`src/rtl/approx_eval_pkg.sv`:
```
// Shared definitions for the approximate-circuit evaluators: FSM state codes
// and width helpers derived from the circuit's input/output counts.
package approx_eval_pkg;

  localparam logic [1:0] IDLE  = 2'd0;
  localparam logic [1:0] SWEEP = 2'd1;
  localparam logic [1:0] DRAIN = 2'd2;
  localparam logic [1:0] DONE  = 2'd3;

  function automatic int nvec(input int n_in);
    return 2 ** n_in;
  endfunction

  function automatic int sum_w(input int n_in, input int n_out);
    return n_in + n_out;
  endfunction

  function automatic int cnt_w(input int n_in);
    return n_in + 1;
  endfunction

endpackage

```
`src/rtl/approx_err_calc.sv`:
```
// Splits a stimulus vector into adder operands, forms the exact sum and the
// absolute error of the approximate result. Swap the reference to reuse it.
module approx_err_calc
  import approx_eval_pkg::*;
#(
  parameter int N_IN  = 4,
  parameter int N_OUT = 3
) (
  input  logic [N_IN-1:0]  vec,
  input  logic [N_OUT-1:0] approx,
  output logic [N_OUT-1:0] exact,
  output logic [N_OUT-1:0] d
);

  localparam int H = N_IN / 2;

  logic [H-1:0] op_a;
  logic [H-1:0] op_b;

  assign op_a  = vec[H-1:0];
  assign op_b  = vec[N_IN-1:H];
  assign exact = N_OUT'(op_a) + N_OUT'(op_b);
  assign d     = (approx >= exact) ? (approx - exact) : (exact - approx);

endmodule

```
`src/rtl/approx_adder_error_sweeper.sv`:
```
// Exhaustively drives an approximate adder, compares each output with the
// exact sum two stages later, and accumulates error statistics.
module approx_adder_error_sweeper
  import approx_eval_pkg::*;
#(
  parameter int N_IN  = 4,
  parameter int N_OUT = 3,
  parameter int ET    = 1
) (
  input  logic                  clk,
  input  logic                  rst,
  input  logic                  start,
  output logic [N_IN-1:0]       dut_in,
  input  logic [N_OUT-1:0]      dut_out,
  output logic                  busy,
  output logic                  done,
  output logic [N_OUT-1:0]      max_err,
  output logic [N_IN-1:0]       worst_vec,
  output logic [N_IN:0]         err_cnt,
  output logic [N_IN+N_OUT-1:0] err_sum,
  output logic                  pass
);

  localparam int SUM_W = sum_w(N_IN, N_OUT);
  localparam int CNT_W = cnt_w(N_IN);
  localparam logic [N_OUT-1:0] ET_W = N_OUT'(ET);

  logic [1:0]       state;
  logic             s1_valid;
  logic [N_IN-1:0]  s1_vec;
  logic [N_OUT-1:0] s1_out;
  logic [N_OUT-1:0] exact;
  logic [N_OUT-1:0] d;

  approx_err_calc #(
    .N_IN (N_IN),
    .N_OUT(N_OUT)
  ) u_calc (
    .vec   (s1_vec),
    .approx(s1_out),
    .exact (exact),
    .d     (d)
  );

  // Start clears happen after the accumulate; s1_valid is always low then anyway.
  always_ff @(posedge clk) begin
    if (rst) begin
      state     <= IDLE;
      dut_in    <= '0;
      busy      <= 1'b0;
      done      <= 1'b0;
      pass      <= 1'b0;
      max_err   <= '0;
      worst_vec <= '0;
      err_cnt   <= '0;
      err_sum   <= '0;
      s1_valid  <= 1'b0;
      s1_vec    <= '0;
      s1_out    <= '0;
    end else begin
      s1_valid <= (state == SWEEP);
      s1_vec   <= dut_in;
      s1_out   <= dut_out;

      if (s1_valid) begin
        err_sum <= err_sum + SUM_W'(d);
        if (s1_out != exact) begin
          err_cnt <= err_cnt + CNT_W'(1);
        end
        if (d > max_err) begin
          max_err   <= d;
          worst_vec <= s1_vec;
        end
      end

      case (state)
        IDLE, DONE: begin
          if (start) begin
            state     <= SWEEP;
            dut_in    <= '0;
            busy      <= 1'b1;
            done      <= 1'b0;
            pass      <= 1'b0;
            max_err   <= '0;
            worst_vec <= '0;
            err_cnt   <= '0;
            err_sum   <= '0;
          end
        end
        SWEEP: begin
          // The last vector stays on dut_in one more cycle so S1 can capture it.
          if (&dut_in) begin
            state <= DRAIN;
          end else begin
            dut_in <= dut_in + N_IN'(1);
          end
        end
        DRAIN: begin
          if (!s1_valid) begin
            state <= DONE;
            busy  <= 1'b0;
            done  <= 1'b1;
            pass  <= (max_err <= ET_W);
          end
        end
        default: state <= IDLE;
      endcase
    end
  end

endmodule
```
`config.mk`:
```
export PLATFORM = sky130hd
export DESIGN_NAME = approx_adder_error_sweeper
export DESIGN_NICKNAME = d
export VERILOG_FILES = /design/src/rtl/approx_eval_pkg.sv /design/src/rtl/approx_err_calc.sv /design/src/rtl/approx_adder_error_sweeper.sv
export SDC_FILE = /design/constraint.sdc
export NUM_CORES = 1
export LEC_CHECK = 0
export BUFFER_PORTS_ARGS = -buffer_cell sky130_fd_sc_hd__buf_4
export CORE_UTILIZATION = 59
export DETAILED_ROUTE_END_ITERATION = 16
export PLACE_DENSITY = 0.89
export RECOVER_POWER = 100
export SLEW_MARGIN = 40
export SYNTH_ARGS = -nofsm -noshare
export SYNTH_HDL_FRONTEND = slang
export SYNTH_SLANG_ARGS = --single-unit
export TNS_END_PERCENT = 5
```
`constraint.sdc`:
```
create_clock -name clk -period 8.5 [get_ports clk]
set_input_delay 0.425 -clock clk [delete_from_list [all_inputs] [get_ports clk]]
set_output_delay 0.425 -clock clk [all_outputs]
set_load 0.01 [all_outputs]
```
==> metrics.txt <==
violated checks design-rule violations; total grt overflow 0; TritonCTS clock tree built; storage element area 720.7 um^2; post-CTS setup buffer count 0; warning count from the yosys run 0; starting density of the core 64.04%; clock buffer depth 2; HPWL Detailed 2520 um; FP Rows 19; GRT Total Usage 23.61%; critical path peak fanout 7; Worst-path clk slew 100 ps; busiest grt layer met2; area of the multi-input gates 0.001011 mm^2; # port buffers 31; antenna violations before repair 0; Mapped Nets 228; Critical Path RT 8720 ps; router iterations before antenna repair 10; dominant cell type by area after synthesis dfxtp_1; share of cells above drive strength 1 6.410%; type of element capturing the critical path flip-flop; slew margin rel. 52.82%; Post-Syn Area 0.001827 mm^2; TritonCTS buffer count 5; met1 Resource Use GR 31.99%; most frequent cells in the layout 36 x dfxtp_1, 28 x clkbuf_1, 27 x nor2_1; Tcrit/Tclk final 42.77%; total die area 0.003323 mm^2; # DRC 2; power density cells 228.9 mW/mm^2; wirelength, routed 3458 um; Crit Path Class reg -> reg; post-cts sizing count 0; post-route setup slack 4865 ps; Cells after Synth 200; Lkg Pwr 0.8649 nW; total number of vias 1442; vias in the first global route 1283; I/O pin count 32; max cap viols 0; FMAX 275.1 MHz; Filler cells 247; largest net degree at the start of global routing 20; clock sinks 36; Worst Hold Class in -> reg; met3 usage 7.366%; minimum clock period 3635 ps; Synth area leaders dfxtp_1 39%, ha_1 12%, nor2_1 5.5%; Skew-Pair Late Insertion Delay 340 ps; DIE HEIGHT 57.65 um; Hold Fails Final Rpt 0; post-DR wirelength/cell 13.05 um; Avg Synthesized Cell Area 9.134 um^2; Final GP Congestion 0.9054; asr flop ratio synth 0%; main flop type after synthesis dfxtp_1; hold buffers post-CTS 0; outcome finished with violations; fin nets 261; most common cell after layout, fill and taps aside dfxtp_1; H-tree depth 2; final number of max-transition violations 0; ANT cells 0; CP Data Arrival Time 3850 ps; DR iter-0 viols 54; EDFF count, synth 0; ANT nets after route 0; setup TNS 0 ps; via/cell ratio 5.442; RSZ-0062 raised after global routing no; dpl ws 4978 ps; Worst Setup Start Kind flip-flop; first-pass GRT wire length 5927 um; Synth top area share 39.45%; post-synth cell types 34; core region area 0.002853 mm^2; met2 GRT Util 35.22%; clk root buf clkbuf_4; VDD IR max 181.1 uV; worst-margin pin slew 707.6 ps; final setup vio count 0; Layout area overhead 11.99%; sequential fraction of the synthesis area 39.45%; skew final 5.250 ps; Die Wd 57.65 um; Seq cells post-synth 36
==> power breakdown <==
| part | switching, W | internal [W] | total, W |
|---|---|---|---|
| combinational | 0.0000888 | 0.0000575 | 0.000146 |
| sequential | 0.0000184 | 0.000185 | 0.000203 |
| clock | 0.0000569 | 0.0000616 | 0.000119 |
| total | 0.000164 | 0.000304 | 0.000468 |
==> stage by stage <==
| stage | util [%] | cell area, um^2 | power (W) | hold slack [ps] | instances |
|---|---|---|---|---|---|
| 6_report | 71.71 | 2046 | 0.0004683 | 288.3 | 265 |
| 5_1_grt | 71.71 | 2046 | 0.0005014 | 286.7 | 265 |
| 4_1_cts | 75.48 | 2153 | 0.0004792 | 276.6 | 265 |
| 3_5_place_dp | 72.81 | 2077 | 0.0003604 | 463.7 | 257 |
| 3_3_place_gp | 72.81 | 2077 | 0.0003555 | 446.6 | 257 |
| 2_1_floorplan | - | 1827 | 0.0003201 | 443.5 | 200 |
==> per-layer routing <==
layer / wire length (um) / up-vias
met4: 50 / 0
met5: 0 / -
met1: 1582 / 665
li1: - / 739
met2: 1661 / 32
met3: 165 / 6
==> logic make-up (layout without fill, tap and decap cells) <==
| logic type | count (synthesis) | after routing | synth area share, % |
|---|---|---|---|
| AOI/OAI and AO/OA | 32 | 32 | 11.16 |
| buffers and inverters | 23 | 57 | 4.862 |
| and+or+nand+nor | 68 | 68 | 17.88 |
| adders and majority gates | 22 | 22 | 16.71 |
| muxes | 9 | 9 | 5.137 |
| xor gates and xnor gates | 10 | 10 | 4.795 |
| DFF | 36 | 36 | 39.45 |
==> worst max-delay path: stages (launching register included) <==
cell     delay [ps]
dfxtp_1         350
ha_1            140
inv_1            40
fa_1            550
inv_1           100
ha_1            300
and2_0          190
a221o_1         350
mux2i_1         350
ha_1            240
nor2_1           50
a21oi_1         310
nand2_1         280
mux2i_1         220
nor2_1           50
==> registers in the layout, indices dropped and copies added, names as in the netlist <==
name	cells
busy	1
done	1
dut_in	4
err_cnt	5
err_sum	7
max_err	3
pass	1
s1_out	3
s1_valid	1
s1_vec	4
state	2
worst_vec	4
==> layout make-up <==
type,instances,share of cell area [%]
clock inverters,2,1.713
inverters,18,3.303
flip-flops and latches,36,35.23
multi-input cells,141,49.42
clock buffers,6,2.018
repair buffers,31,6.422
well taps,31,1.896
==> Yosys cell counts (5+ instances only) <==
cell type	number
dfxtp_1	36
a21oi_1	14
nand3_1	8
nor2b_1	9
nor2_1	27
o21ai_0	5
xor2_1	7
nand2_1	9
inv_1	17
mux2i_1	8
ha_1	18
==> path summary, 6_finish.rpt <==
kind / start / end / slack, ps / cells past startpoint
setup reg to reg: s1_vec[2] / max_err[0] / 4860 / 14
hold / removal: dut_out[1] / s1_out[1] / 290 / 2
setup / recovery: s1_vec[2] / max_err[0] / 4860 / 14
hold reg to reg: worst_vec[3] / worst_vec[3] / 470 / 2
(Power assumes the default switching activity.)
